**config.mk**
```make
export PLATFORM = sky130hd
export DESIGN_NAME = time_set_ctrl
export DESIGN_NICKNAME = d
export VERILOG_FILES = /design/src/rtl/clk_ctrl_pkg.sv /design/src/rtl/time_set_ctrl_tick_gen.sv /design/src/rtl/time_set_ctrl.sv
export SDC_FILE = /design/constraint.sdc
export NUM_CORES = 1
export LEC_CHECK = 0
export BUFFER_PORTS_ARGS = -buffer_cell sky130_fd_sc_hd__buf_2
export CORE_UTILIZATION = 53
export DETAILED_ROUTE_END_ITERATION = 8
export PLACE_DENSITY = 0.75
export SYNTH_ARGS = -nofsm -noshare
export SYNTH_HDL_FRONTEND = slang
export SYNTH_HIERARCHICAL = 1
export SYNTH_SLANG_ARGS = --single-unit
```
**constraint.sdc**
```tcl
create_clock -name clk -period 6.45 [get_ports clk]
set_input_delay 1.29 -clock clk [delete_from_list [all_inputs] [get_ports clk]]
set_output_delay 1.29 -clock clk [all_outputs]
set_load 0.01 [all_outputs]
```
**src/rtl/clk_ctrl_pkg.sv**
```systemverilog
// Shared types and constants for the timekeeping / set-mode controller.
package clk_ctrl_pkg;

  typedef enum logic [2:0] {
    RUN     = 3'd0,
    SET_HR  = 3'd1,
    SET_MIN = 3'd2,
    SET_SEC = 3'd3,
    SET_AH  = 3'd4,
    SET_AM  = 3'd5
  } state_t;

  localparam logic [5:0] HR_MAX  = 6'd23;
  localparam logic [5:0] MIN_MAX = 6'd59;
  localparam logic [5:0] SEC_MAX = 6'd59;

  localparam logic [1:0] FS_NONE = 2'd0;
  localparam logic [1:0] FS_HR   = 2'd1;
  localparam logic [1:0] FS_MIN  = 2'd2;
  localparam logic [1:0] FS_SEC  = 2'd3;

  // Increment with wrap at max; fields are never allowed outside 0..max.
  function automatic logic [5:0] wrap_inc(input logic [5:0] v, input logic [5:0] max);
    return (v == max) ? 6'd0 : v + 6'd1;
  endfunction

endpackage

```
**src/rtl/time_set_ctrl_tick_gen.sv**
```systemverilog
// Prescaler producing a one-cycle tick every TICK_DIV enabled cycles; cleared whenever disabled.
module tick_gen #(
  parameter int TICK_DIV = 100_000_000
) (
  input  logic clk,
  input  logic reset,
  input  logic en,
  output logic tick
);

  localparam int W = $clog2(TICK_DIV);
  localparam logic [W-1:0] LAST = W'(TICK_DIV - 1);

  logic [W-1:0] count;

  always_ff @(posedge clk) begin
    if (reset || !en) begin
      count <= '0;
    end else if (count == LAST) begin
      count <= '0;
    end else begin
      count <= count + 1'b1;
    end
  end

  assign tick = en && (count == LAST);

endmodule

```
**src/rtl/time_set_ctrl.sv**
```systemverilog
// Timekeeping and set-mode controller: h/m/s counters, edit FSM, optional alarm.
// Optional alarm feature is enabled by defining ALARM_EN.
module time_set_ctrl
  import clk_ctrl_pkg::*;
#(
  parameter int TICK_DIV = 100_000_000
) (
  input  logic       clk,
  input  logic       reset,
  input  logic       mode_btn,
  input  logic       inc_btn,
  output logic [5:0] outh,
  output logic [5:0] outm,
  output logic [5:0] outs,
  output logic [1:0] field_sel,
  output logic       sec_pulse,
  input  logic       alarm_on,
  input  logic       alarm_ack,
  output logic       alarm
);

  state_t state, state_d;
  logic   tick;
  logic   inc_eff;

  // A simultaneous mode press takes priority and swallows the increment.
  assign inc_eff = inc_btn && !mode_btn;

  tick_gen #(.TICK_DIV(TICK_DIV)) u_tick_gen (
    .clk   (clk),
    .reset (reset),
    .en    (state == RUN),
    .tick  (tick)
  );

  always_ff @(posedge clk) begin
    if (reset) begin
      state <= RUN;
    end else begin
      state <= state_d;
    end
  end

  always_comb begin
    state_d   = state;
    field_sel = FS_NONE;
    case (state)
      RUN: begin
        if (mode_btn) state_d = SET_HR;
      end
      SET_HR: begin
        field_sel = FS_HR;
        if (mode_btn) state_d = SET_MIN;
      end
      SET_MIN: begin
        field_sel = FS_MIN;
        if (mode_btn) state_d = SET_SEC;
      end
      SET_SEC: begin
        field_sel = FS_SEC;
`ifdef ALARM_EN
        if (mode_btn) state_d = SET_AH;
`else
        if (mode_btn) state_d = RUN;
`endif
      end
      SET_AH: begin
        field_sel = FS_HR;
        if (mode_btn) state_d = SET_AM;
      end
      SET_AM: begin
        field_sel = FS_MIN;
        if (mode_btn) state_d = RUN;
      end
      default: state_d = RUN;
    endcase
  end

  // Time fields: carry chain on a RUN tick, single-field wrap-only edits in SET states.
  always_ff @(posedge clk) begin
    if (reset) begin
      outh      <= 6'd0;
      outm      <= 6'd0;
      outs      <= 6'd0;
      sec_pulse <= 1'b0;
    end else begin
      sec_pulse <= tick;
      case (state)
        RUN: begin
          if (tick) begin
            outs <= wrap_inc(outs, SEC_MAX);
            if (outs == SEC_MAX) begin
              outm <= wrap_inc(outm, MIN_MAX);
              if (outm == MIN_MAX) outh <= wrap_inc(outh, HR_MAX);
            end
          end
        end
        SET_HR:  if (inc_eff) outh <= wrap_inc(outh, HR_MAX);
        SET_MIN: if (inc_eff) outm <= wrap_inc(outm, MIN_MAX);
        SET_SEC: if (inc_eff) outs <= wrap_inc(outs, SEC_MAX);
        default: ;
      endcase
    end
  end

`ifdef ALARM_EN
  logic [5:0] alarm_hr;
  logic [5:0] alarm_min;
  logic       silenced;
  logic       min_change;

  assign min_change = ((state == RUN) && tick && (outs == SEC_MAX)) ||
                      ((state == SET_MIN) && inc_eff);

  // Alarm setpoint edits plus the acknowledge latch, which releases on the next minute change.
  always_ff @(posedge clk) begin
    if (reset) begin
      alarm_hr  <= 6'd0;
      alarm_min <= 6'd0;
      silenced  <= 1'b0;
    end else begin
      if ((state == SET_AH) && inc_eff) alarm_hr  <= wrap_inc(alarm_hr, HR_MAX);
      if ((state == SET_AM) && inc_eff) alarm_min <= wrap_inc(alarm_min, MIN_MAX);
      if (min_change) begin
        silenced <= 1'b0;
      end else if (alarm_ack) begin
        silenced <= 1'b1;
      end
    end
  end

  assign alarm = (state == RUN) && alarm_on && (outh == alarm_hr) &&
                 (outm == alarm_min) && !silenced;
`else
  logic unused_alarm_in;
  assign unused_alarm_in = alarm_on | alarm_ack;
  assign alarm = 1'b0;
`endif

endmodule

```
### After elaboration in Yosys (flattened, before gate mapping)

Index checks and enable logic that the tools add are counted.

| word-level totals | value |
|---|---|
| output and inout bits | 22 |
| bits in writable memories | 0 |
| bits in registers | 49 |
| bits in latches | 0 |
| ROM bits | 0 |
| memories kept | 0 |
| input bits | 6 |

| operators by class | value |
|---|---|
| bitwise logic cells | 0 |
| shift-type cells | 0 |
| mux-type cells | 22 |
| div/mod/pow operators | 0 |
| reductions and logical operators | 17 |
| $lt $le $gt $ge | 0 |
| add/sub/neg operators | 4 |
| equality and inequality tests | 20 |
| multiply operators | 0 |

Operators by type and width:

| kind | count |
|---|---|
| $mux 6 | 12 |
| $pmux 6 s2 | 3 |
| $add 27x1->27 const B | 1 |
| $eq 27x27->1 const B | 1 |
| $ne 2x2->1 const B | 10 |
| $add 6x1->6 const B | 3 |
| $mux 3 | 5 |
| $pmux 3 s5 | 1 |
| $eq 6x6->1 const B | 2 |
| $reduce_and 5->1 | 2 |
| $reduce_or 2->1 | 4 |
| $eq 3x2->1 const B | 2 |
| $eq 3x3->1 const B | 2 |
| $eq 6x5->1 const B | 1 |
| $pmux 2 s3 | 1 |
| $reduce_bool 2->1 | 3 |
| $reduce_and 4->1 | 1 |
| $eq 3x1->1 const B | 1 |
| $logic_not 3->1 | 1 |
| $reduce_and 3->1 | 1 |
| $logic_and 1x1->1 | 2 |
| $logic_not 1->1 | 2 |
| $ne 2x1->1 const B | 1 |
| $logic_or 1x1->1 | 1 |

### Depth between registers and ports, before layout

Gate-level depths: netlist of the first run.

| logic depth | value |
|---|---|
| depth after elaboration | 6 |
| depth in mapped cells | 8 |

### Cells and area by module

Netlist of the first run, hierarchy kept.

By module, submodules not included:

| module | cells an instance | sequential area each (um^2) | times used | area an instance (um^2) |
|---|---|---|---|---|
| tick_gen | 146 | 540.5 | 1 | 1292.5 |
| time_set_ctrl | 145 | 440.4 | 1 | 1260.0 |

### Worst setup path before layout of the first run

OpenSTA, ideal clock, no wires.

| path | value |
|---|---|
| kind | flip-flop to flip-flop |
| start point | register u_tick_gen.count[0] |
| end point | register outs[2] |
| setup slack | 3855 ps |
| buffers on the path | 0 |
| stages on the path, launching flop included | 9 |
| arrival time | 2479 ps |
| cell sequence | dfxtp_1 ha_1 and3_1 nand2_1 nor4_1 or3b_2 a21oi_1 a21oi_1 a31o_2 |

| on the way | value |
|---|---|
| longest elaborated chain between the ends | 4 |

RTL lines:

| element | RTL line | text |
|---|---|---|
| start: declaration | time_set_ctrl_tick_gen.sv:14 | `logic [W-1:0] count;` |
| start signal: assignment | time_set_ctrl_tick_gen.sv:22 | `count <= count + 1'b1;` |
| $eq 27x27->1 | time_set_ctrl_tick_gen.sv:26 | `assign tick = en && (count == LAST);` |
| $logic_and 1x1->1 | time_set_ctrl_tick_gen.sv:26 |  |
| named net tick | time_set_ctrl.sv:23 | `logic tick;` |
| $ne 2x2->1 (no source line) | n/a |  |
| $reduce_and 3->1 (no source line) | n/a |  |
| end signal: assignment | time_set_ctrl.sv:91 | `outs <= wrap_inc(outs, SEC_MAX);` |
| end signal: assignment | time_set_ctrl.sv:100 | `SET_SEC: if (inc_eff) outs <= wrap_inc(outs, SEC_MAX);` |
| end: declaration | time_set_ctrl.sv:14 | `output logic [5:0] outs,` |

The timed path passes the listed nets, and every way through them passes these cells.
A chain may end at the register's enable or synchronous reset.

### Worst setup path in the final report of the first run

Ends and elaborated chain as after synthesis.

==> impl_metrics.env, run 1 <==
export IMPL_clk_pin_slew_ns=0.09
export IMPL_synth_cell_types=54
export IMPL_final_cell_mix="dfxtp_1 (49), a21oi_1 (25), buf_2 (24)"
export IMPL_ys_ff_latch=49
export IMPL_r2r_start="u_tick_gen/count[0]"
export IMPL_nFillCells=436
export IMPL_synth_async_sr_flop_share_pct=0
export IMPL_hold_buffers=0
export IMPL_required_ns=6.65
export IMPL_cp_end_kind="register"
export IMPL_path_max_fanout=7
export IMPL_hp_start="u_tick_gen/count[18]"
export IMPL_cts_sinks=49
export IMPL_htreeDepth=2
export IMPL_cts_root_buffer="clkbuf_8"
export IMPL_synth_top_cell_by_area="dfxtp_1"
export IMPL_die_area_sq_mm=0.00510
export IMPL_dr_pass1_iters=6
export IMPL_slew_headroom_pct=40.2
export IMPL_rsz0062_at_grt="false"
export IMPL_worstSetupStartpointType="register"
export IMPL_rows=24
export IMPL_setup_tns_ns=0
export IMPL_die_y_um=71.4
export IMPL_fin_skew_ns=0.00857
export IMPL_io_pins=28
export IMPL_tightest_slew_ns=0.896
export IMPL_place_area_sq_mm=0.00266
export IMPL_setup_violations=0
export IMPL_period_share_pct=47.6
export IMPL_whs_endpoint="u_tick_gen/count[18]"
export IMPL_reg2reg_depth=8
export IMPL_syn_inst=291
export IMPL_r2r_slack_ns=3.38
export IMPL_fin_crit_ns=3.07
export IMPL_status="finished, violations left"
export IMPL_grt_total_usage_pct=20.7
export IMPL_grt_max_degree=26
export IMPL_cap_violations=0
export IMPL_design_area_sq_mm=0.00275
export IMPL_hpwl_um=3370
export IMPL_instances_no_fill=366
export IMPL_syn_to_final_growth_pct=7.60
export IMPL_dpl_cell_count=358
export IMPL_totalWireLength_um=4740
export IMPL_synthTopCellsByArea="dfxtp_1 (38%), a21oi_1 (4.9%), nand3_1 (3.5%)"
export IMPL_cts_resized_gates=0
export IMPL_gp_congestion=0.839
export IMPL_drt_antenna_violating_nets=0
export IMPL_report_final_hold_viol_count=0
export IMPL_synth_flop_cell="dfxtp_1"
export IMPL_cts_buffers=5
export IMPL_placement_io_buffers=24
export IMPL_nets=323
export IMPL_min_path_type="register to register"
export IMPL_worstPathArrival_ns=3.27
export IMPL_coreArea_sq_mm=0.00450
export IMPL_insertion_delay_ns=0.30
export IMPL_grt_pass1_wl_um=8540
export IMPL_overflow=0
export IMPL_antenna_found_initial=0
export IMPL_violations="DRC"
export IMPL_reg2reg_to="outs[2]"
export IMPL_drcViolationCount=2
export IMPL_diodes=0
export IMPL_drt_vias_per_instance=6.02
export IMPL_ys_warn_count=6
export IMPL_ir_drop_v=0.000122
export IMPL_power_density_mw_per_mm2=190
export IMPL_cts_setup_buffers=0
export IMPL_wl_per_cell_um=12.9
export IMPL_drive_above_1_share_pct=16.6
export IMPL_initial_utilization_pct=56.7
export IMPL_tritoncts="built"
export IMPL_synth_edf_count=0
export IMPL_whs_path_depth=2
export IMPL_synth_nets=301
export IMPL_fmax_ghz=0.326
export IMPL_final_common_cell="dfxtp_1"
export IMPL_die_x_um=71.4
export IMPL_drtIter0Drc=87
export IMPL_syn_avg_cell_area_sq_um=8.77
export IMPL_critPathKind="register to register"
export IMPL_grt_pass1_vias=1999
export IMPL_yosysSeqAreaShare_pct=38.4
export IMPL_netlist_area_leader_share_pct=38.4
export IMPL_finalMaxSlewViolations=0
export IMPL_max_clock_path_buffers=2
export IMPL_syn_cell_area_sq_mm=0.00255
export IMPL_num_vias=2202
export IMPL_power_leakage_nw=0.954
==> sequential cells by signal, summed over array words and instances, names as in the netlist <==
signal,cells
u_tick_gen/count,27
outh,6
outm,6
outs,6
state,3
sec_pulse,1
==> layer usage <==
layer,share of wire [%],wire length (um),vias up,GRT usage [%]
met2,44,2100,36,34.0
li1,-,-,1129,-
met3,3.1,148,6,4.22
met5,0,0,-,0
met1,51,2430,1031,27.2
met4,1.2,59,0,7.11
==> report_power, final <==
part / leakage, nW / switching, W / total [W] / internal (W)
Clock: 0.0439 / 0.000101 / 0.000176 / 0.0000750
Combinational: 0.515 / 0.0000201 / 0.0000321 / 0.0000120
Sequential: 0.396 / 0.00000708 / 0.000313 / 0.000306
==> cell usage after synthesis, drive strengths merged (2+ instances only) <==
| master | instances |
|---|---|
| a211o | 2 |
| a211oi | 2 |
| a21boi | 2 |
| a21oi | 26 |
| a31o | 3 |
| and3 | 5 |
| and4 | 6 |
| buf | 9 |
| dfxtp | 49 |
| ha | 4 |
| inv | 8 |
| mux2i | 5 |
| nand2 | 19 |
| nand2b | 2 |
| nand3 | 19 |
| nand3b | 3 |
| nand4 | 8 |
| nand4b | 5 |
| nor2 | 23 |
| nor2b | 4 |
| nor3 | 6 |
| nor3b | 2 |
| nor4 | 5 |
| nor4b | 2 |
| nor4bb | 2 |
| o211ai | 5 |
| o21ai | 12 |
| o31a | 2 |
| o31ai | 6 |
| or3 | 10 |
| or4 | 7 |
| xnor2 | 10 |
| xor2 | 8 |
==> critical path: stages (launching register included) <==
cell	delay [ns]
dfxtp_1	0.40
ha_1	0.22
and3_1	0.26
nand2_1	0.20
nor4_1	0.55
or3b_2	0.54
a21oi_1	0.45
a21oi_1	0.13
a31o_2	0.22
==> logic make-up after synthesis <==
kind of cell | Yosys count | synth area share (%)
XOR/XNOR | 18 | 6.18
multiplexers | 6 | 2.40
buffers and inverters | 18 | 4.51
adder cells (fa/ha/maj) | 4 | 1.96
AND/OR/NAND/NOR | 132 | 30.6
flip-flops | 49 | 38.4
AO/OA/AOI/OAI | 63 | 15.7
other | 1 | 0.147
==> per-stage QoR <==
step	hold slack [ns]	worst slack [ns]	util (%)	power, W
3_5_place_dp	0.465	3.40	59.1	0.000353
5_1_grt	0.504	3.00	61.0	0.000545
2_1_floorplan	0.438	3.85	-	0.000347
3_3_place_gp	0.454	3.46	59.1	0.000352
4_1_cts	0.487	3.37	61.0	0.000527
6_report	0.489	3.38	61.0	0.000521
==> how the worst max path moves through the flow <==
stage / from / to / slack [ns]
5_1_grt: u_tick_gen/count[0] / outh[2] / 3.00
3_5_place_dp: u_tick_gen/count[0] / outh[2] / 3.40
3_3_place_gp: u_tick_gen/count[0] / outh[2] / 3.46
2_1_floorplan: u_tick_gen/count[0] / outs[2] / 3.85
6_report: u_tick_gen/count[0] / outs[2] / 3.38
4_1_cts: u_tick_gen/count[0] / outh[2] / 3.37
==> final cells by class <==
| class | count | area, sq um | share of cell area, % |
|---|---|---|---|
| multi-input cells | 224 | 1460 | 53.0 |
| inverters | 8 | 30.0 | 1.09 |
| repair buffers | 25 | 128 | 4.65 |
| clock inverters | 3 | 17.5 | 0.638 |
| clock buffers | 5 | 68.8 | 2.51 |
| well taps | 52 | 65.1 | 2.37 |
| flip-flops and latches | 49 | 981 | 35.7 |
No activity file was read; power rests on OpenSTA's default activity.
==> inputs of run 2 (changes only) <==
- ABC_AREA: not set -> 1
- PLACE_DENSITY: 0.75 -> 0.78
- clock period: 6.45 -> 2.5 ns (I/O delays scaled with it)
==> impl_metrics.env, run 2 <==
export IMPL_syn_cell_area_sq_mm=0.00284
export IMPL_synthTopCellsByArea="dfxtp_1 (35%), nand2_1 (16%), nor2_1 (10%)"
export IMPL_placement_io_buffers=24
export IMPL_synth_async_sr_flop_share_pct=0
export IMPL_grt_max_degree=28
export IMPL_fin_skew_ns=0.00780
export IMPL_worstSetupStartpointType="register"
export IMPL_largest_register_ffs=27
export IMPL_cts_root_buffer="clkbuf_8"
export IMPL_ys_warn_count=6
export IMPL_netlist_area_leader_share_pct=34.6
export IMPL_status="finished clean"
export IMPL_insertion_delay_ns=0.30
export IMPL_syn_inst=434
export IMPL_required_ns=2.71
export IMPL_cp_end_kind="register"
export IMPL_io_pins=28
export IMPL_instances_no_fill=530
export IMPL_fmax_ghz=0.484
export IMPL_finalMaxSlewViolations=0
export IMPL_die_y_um=75.2
export IMPL_grt_total_usage_pct=20.8
export IMPL_htreeDepth=2
export IMPL_cts_resized_gates=0
export IMPL_ir_drop_v=0.000441
export IMPL_syn_avg_cell_area_sq_um=6.54
export IMPL_synth_common_cells="nand2_1 (119), nor2_1 (79), dfxtp_1 (49)"
export IMPL_wl_per_cell_um=10.8
export IMPL_synth_cell_types=34
export IMPL_critPathKind="register to register"
export IMPL_drcViolationCount=0
export IMPL_path_max_fanout=10
export IMPL_yosysSeqAreaShare_pct=34.6
export IMPL_synth_edf_count=0
export IMPL_synth_flop_cell="dfxtp_1"
export IMPL_min_path_type="register to register"
export IMPL_totalWireLength_um=5710
export IMPL_coreArea_sq_mm=0.00514
export IMPL_power_density_mw_per_mm2=495
export IMPL_clk_pin_slew_ns=0.09
export IMPL_diodes=0
export IMPL_rsz0062_at_grt="false"
export IMPL_worstPathArrival_ns=2.27
export IMPL_syn_to_final_growth_pct=9.65
export IMPL_hold_buffers=0
export IMPL_die_area_sq_mm=0.00565
export IMPL_drtIter0Drc=126
export IMPL_final_common_cell="nand2_1"
export IMPL_dpl_cell_count=522
export IMPL_hpwl_um=4210
export IMPL_drt_antenna_violating_nets=0
export IMPL_seqPwrFrac_pct=52.9
export IMPL_antenna_found_initial=0
export IMPL_setup_violations=0
export IMPL_power_leakage_nw=1.22
export IMPL_sw_frac_of_total_pct=24.3
export IMPL_final_cell_mix="nand2_1 (119), nor2_1 (79), dfxtp_1 (49)"
export IMPL_clkPwrFrac_pct=38.3
export IMPL_setup_tns_ns=0
export IMPL_initial_utilization_pct=55.2
export IMPL_tritoncts="built"
export IMPL_overflow=0
export IMPL_dr_pass1_iters=4
export IMPL_cts_setup_buffers=0
export IMPL_synth_nets=444
export IMPL_cap_violations=0
export IMPL_grt_pass1_wl_um=9120
export IMPL_synth_top_cell_by_area="dfxtp_1"
export IMPL_gp_congestion=0.890
export IMPL_die_x_um=75.2
export IMPL_synth_most_common_cell="nand2_1"
export IMPL_p_comb_share_pct=8.8
export IMPL_regMostFlops="u_tick_gen/count"
export IMPL_fin_crit_ns=2.07
export IMPL_period_share_pct=82.6
export IMPL_drive_above_1_share_pct=15.7
export IMPL_max_clock_path_buffers=2
export IMPL_grt_pass1_vias=2208
export IMPL_ys_ff_latch=49
export IMPL_cts_sinks=49
export IMPL_drt_vias_per_instance=4.98
export IMPL_p_switching_w=0.000375
export IMPL_p_int_w=0.00117
export IMPL_nets=469
export IMPL_rows=26
export IMPL_cts_buffers=5
export IMPL_report_final_hold_viol_count=0
export IMPL_num_vias=2637
[run 2: changes by cell type after synthesis, moves of 13 or more]
cell,before,now
nor2_1,23,79
nand3_1,18,31
nand2_1,19,119
inv_1,8,47
[run 2: path summary, 6_finish.rpt]
kind              cells after the start                start             endpoint  slack (ns)
setup reg to reg                     14  u_tick_gen/count[0]              outm[4]        0.43
setup / recovery                     14  u_tick_gen/count[0]              outm[4]        0.43
hold / removal                        1  u_tick_gen/count[0]  u_tick_gen/count[0]        0.46
hold reg to reg                       1  u_tick_gen/count[0]  u_tick_gen/count[0]        0.46
[run 2: area by class of cell]
type / instances / area, sq um
inverters: 54 / 203
well taps: 70 / 87.6
repair buffers: 24 / 120
flip-flops and latches: 49 / 981
clock inverters: 1 / 30.0
fillers: 505 / 2030
multi-input cells: 325 / 1610
clock buffers: 7 / 86.3
[run 2: metrics by stage]
| step | hold WS (ns) | cell area, sq um | power (W) | worst slack (ns) | util, % |
|---|---|---|---|---|---|
| global placement | 0.429 | 3000 | 0.000966 | 0.509 | 58.3 |
| CTS | 0.460 | 3110 | 0.00156 | 0.403 | 60.6 |
| global route | 0.496 | 3110 | 0.00161 | 0.195 | 60.6 |
| finish | 0.457 | 3110 | 0.00154 | 0.434 | 60.6 |
| detailed placement | 0.445 | 3000 | 0.000970 | 0.428 | 58.3 |
| floorplan | 0.418 | 2840 | 0.000941 | 0.702 | - |
[run 2: kinds of logic (layout without fill, tap and decap cells)]
group                      count (synthesis)  in the layout  share of synthesized area (%)
and+or+nand+nor                          273            273                           44.0
adders and majority gates                  4              4                           1.76
other                                      1              1                          0.132
DFF                                       49             49                           34.6
AOI/OAI and AO/OA                         34             34                           6.61
xor gates and xnor gates                  13             13                           4.01
buffers and inverters                     60             86                           8.90
[run 2: layer usage]
metal  vias up  share of wire (%)  GRT usage [%]
li1       1392                  -              -
met1      1171                 49           27.3
met2        69                 45           33.6
met3         5                5.1           5.22
met4         0               0.79           6.79
met5         -                  0              0
[run 2: worst max-delay path, cell delays in order (launching register included)]
cell and delay (ns):
dfxtp_1 0.36, ha_1 0.21, nand3_2 0.13, inv_2 0.13, nand2_4 0.09, nor2_2 0.10
nand2_2 0.09, nor2_1 0.19, nand3_1 0.17, nand2_4 0.17, nand2_4 0.09, inv_2 0.09
nand2_1 0.05, nand2_1 0.05, nor2_1 0.04
[run 2: power groups by stage]
stage / sequential [W] / clock [W] / combinational [W]
2_1_floorplan: 0.000832 / 0 / 0.000108
3_3_place_gp: 0.000833 / 0 / 0.000133
3_5_place_dp: 0.000834 / 0 / 0.000136
4_1_cts: 0.000816 / 0.000603 / 0.000137
5_1_grt: 0.000819 / 0.000634 / 0.000154
6_report: 0.000816 / 0.000590 / 0.000136
==> inputs of run 3 (changes only) <==
- PLACE_DENSITY: 0.78 -> 0.75
- clock period: 2.5 -> 2.03 ns (I/O delays scaled with it)
==> impl_metrics.env, run 3 (synthesis gave the netlist of run 2 again) <==
export IMPL_status="finished clean"
export IMPL_die_y_um=75.2
export IMPL_whs_path_depth=3
export IMPL_design_area_sq_mm=0.00315
export IMPL_grt_total_usage_pct=21.4
export IMPL_cts_sinks=49
export IMPL_antenna_found_initial=0
export IMPL_htreeDepth=2
export IMPL_cts_root_buffer="clkbuf_8"
export IMPL_totalWireLength_um=5720
export IMPL_nets=474
export IMPL_power_density_mw_per_mm2=590
export IMPL_final_util_pct=61.3
export IMPL_hold_buffers=0
export IMPL_crit_start="u_tick_gen/count[0]"
export IMPL_grt_pass1_vias=2201
export IMPL_ir_drop_v=0.000306
export IMPL_diodes=0
export IMPL_drt_vias_per_instance=4.96
export IMPL_period_share_pct=93.0
export IMPL_fin_crit_ns=1.89
export IMPL_fmax_ghz=0.529
export IMPL_min_path_type="primary input to register"
export IMPL_wl_per_cell_um=10.7
export IMPL_cp_end_kind="register"
export IMPL_regMostFlops="u_tick_gen/count"
export IMPL_io_pins=28
export IMPL_reg2reg_to="outm[4]"
export IMPL_setup_violations=0
export IMPL_grt_max_degree=28
export IMPL_fin_skew_ns=0.00891
export IMPL_overflow=0
export IMPL_crit_path_cell_trace="ha_2 -> nand3_2 -> inv_2 -> nand2_4 -> nor2_2 -> nand2_2 -> nor2_4 -> nand3_2 -> nand2_4 -> nand2_4 -> inv_2 -> nand2_1 -> nand2_1 -> nor2_1"
export IMPL_ff_latch_area_sq_um=981
export IMPL_r2r_slack_ns=0.14
export IMPL_largest_register_ffs=27
export IMPL_coreArea_sq_mm=0.00514
export IMPL_rsz0062_at_grt="false"
export IMPL_num_vias=2651
export IMPL_clkPwrFrac_pct=36.5
export IMPL_gp_congestion=0.875
export IMPL_initial_utilization_pct=55.2
export IMPL_setup_slack_ns=0.141
export IMPL_power_leakage_nw=1.24
export IMPL_die_x_um=75.2
export IMPL_tritoncts="built"
export IMPL_setup_tns_ns=0
export IMPL_multi_input_area_sq_mm=0.00162
export IMPL_rows=26
export IMPL_crit_path_end="outm[4]"
export IMPL_syn_to_final_growth_pct=11.1
export IMPL_report_final_hold_viol_count=0
export IMPL_reg2reg_depth=14
export IMPL_p_comb_share_pct=9.5
export IMPL_nFillCells=499
export IMPL_worstSetupStartpointType="register"
export IMPL_die_area_sq_mm=0.00565
export IMPL_hpwl_um=4130
export IMPL_crit_slowest_cell="dfxtp_1"
export IMPL_finalPower_w=0.00186
export IMPL_drt_antenna_violating_nets=0
export IMPL_finalMaxSlewViolations=0
export IMPL_seqPwrFrac_pct=53.9
export IMPL_placement_io_buffers=24
export IMPL_drtIter0Drc=83
export IMPL_path_common_cell="nand2_4"
export IMPL_clk_pin_slew_ns=0.09
export IMPL_r2r_start="u_tick_gen/count[0]"
export IMPL_drcViolationCount=0
export IMPL_final_common_cell="nand2_1"
export IMPL_p_int_w=0.00140
export IMPL_required_ns=2.23
export IMPL_max_clock_path_buffers=2
export IMPL_place_ws_ns=0.0746
export IMPL_place_area_sq_mm=0.00301
export IMPL_worstPathArrival_ns=2.09
export IMPL_dr_pass1_iters=4
export IMPL_grt_pass1_wl_um=9330
export IMPL_path_max_fanout=8
export IMPL_sw_frac_of_total_pct=24.8
export IMPL_final_cell_mix="nand2_1 (119), nor2_1 (78), dfxtp_1 (49)"
export IMPL_cts_buffers=5
export IMPL_critPathKind="register to register"
export IMPL_p_switching_w=0.000462
export IMPL_drive_above_1_share_pct=17.2
export IMPL_slowest_delay_ns=0.36
export IMPL_cap_violations=0
export IMPL_insertion_delay_ns=0.30
==> run 3: changes by cell type in the layout (fill, tap and decap cells not counted), sizes merged <==
cell and delta:
clkinv +1, buf +5, clkbuf -2
==> run 3: layer usage <==
metal  global-route usage [%]  up-vias  wire length [um]
li1                         -     1404                 -
met2                     34.5       29              2670
met5                        0        -                 0
met1                     29.0     1211              2840
met3                     4.02        7               148
met4                     6.58        0                58
==> run 3: power groups by stage <==
| stage | clock network [W] | registers (W) | logic, W |
|---|---|---|---|
| floorplan | 0 | 0.00103 | 0.000134 |
| global placement | 0 | 0.00103 | 0.000166 |
| detailed placement | 0 | 0.00103 | 0.000169 |
| CTS | 0.000695 | 0.00100 | 0.000169 |
| global route | 0.000729 | 0.00101 | 0.000202 |
| finish | 0.000680 | 0.00100 | 0.000178 |
==> run 3: worst max-delay path: cells and delay by family, from the launching register on <==
kind	cells	cell delay, ns
buffers and inverters	2	0.22
adder cells (fa/ha/maj)	1	0.21
AND/OR/NAND/NOR	11	1.00
flip-flops	1	0.36
==> run 3: cell type report <==
type / instances / area share (%)
multi-input combinational: 325 / 51.4
sequential: 49 / 31.1
inverter: 54 / 6.43
timing repair buffer: 29 / 5.00
tap: 70 / 2.78
clock buffer: 5 / 2.18
clock inverter: 2 / 1.11
==> run 3: timing repair <==
| item | in CTS | in global routing |
|---|---|---|
| gates resized for setup | 0 | 5 |
| setup endpoints to repair | 0 | 14 |
| buffers inserted | 0 | 3 |
| endpoints found under the hold margin | 0 | 0 |
==> run 3: worst min-delay path by stage <==
stage,slack (ns),endpoint,from
floorplan,0.42,u_tick_gen/count[0],u_tick_gen/count[0]
CTS,0.39,state[0],mode_btn
finish,0.40,state[0],mode_btn
global placement,0.43,u_tick_gen/count[0],u_tick_gen/count[0]
detailed placement,0.44,u_tick_gen/count[0],u_tick_gen/count[0]
global route,0.41,state[0],mode_btn
==> run 3: through the flow <==
step / std cells / hold slack [ns]
after global placement: 524 / 0.431
after global routing: 534 / 0.405
after floorplan: 434 / 0.418
after CTS: 531 / 0.392
final: 534 / 0.398
after detailed placement: 524 / 0.439
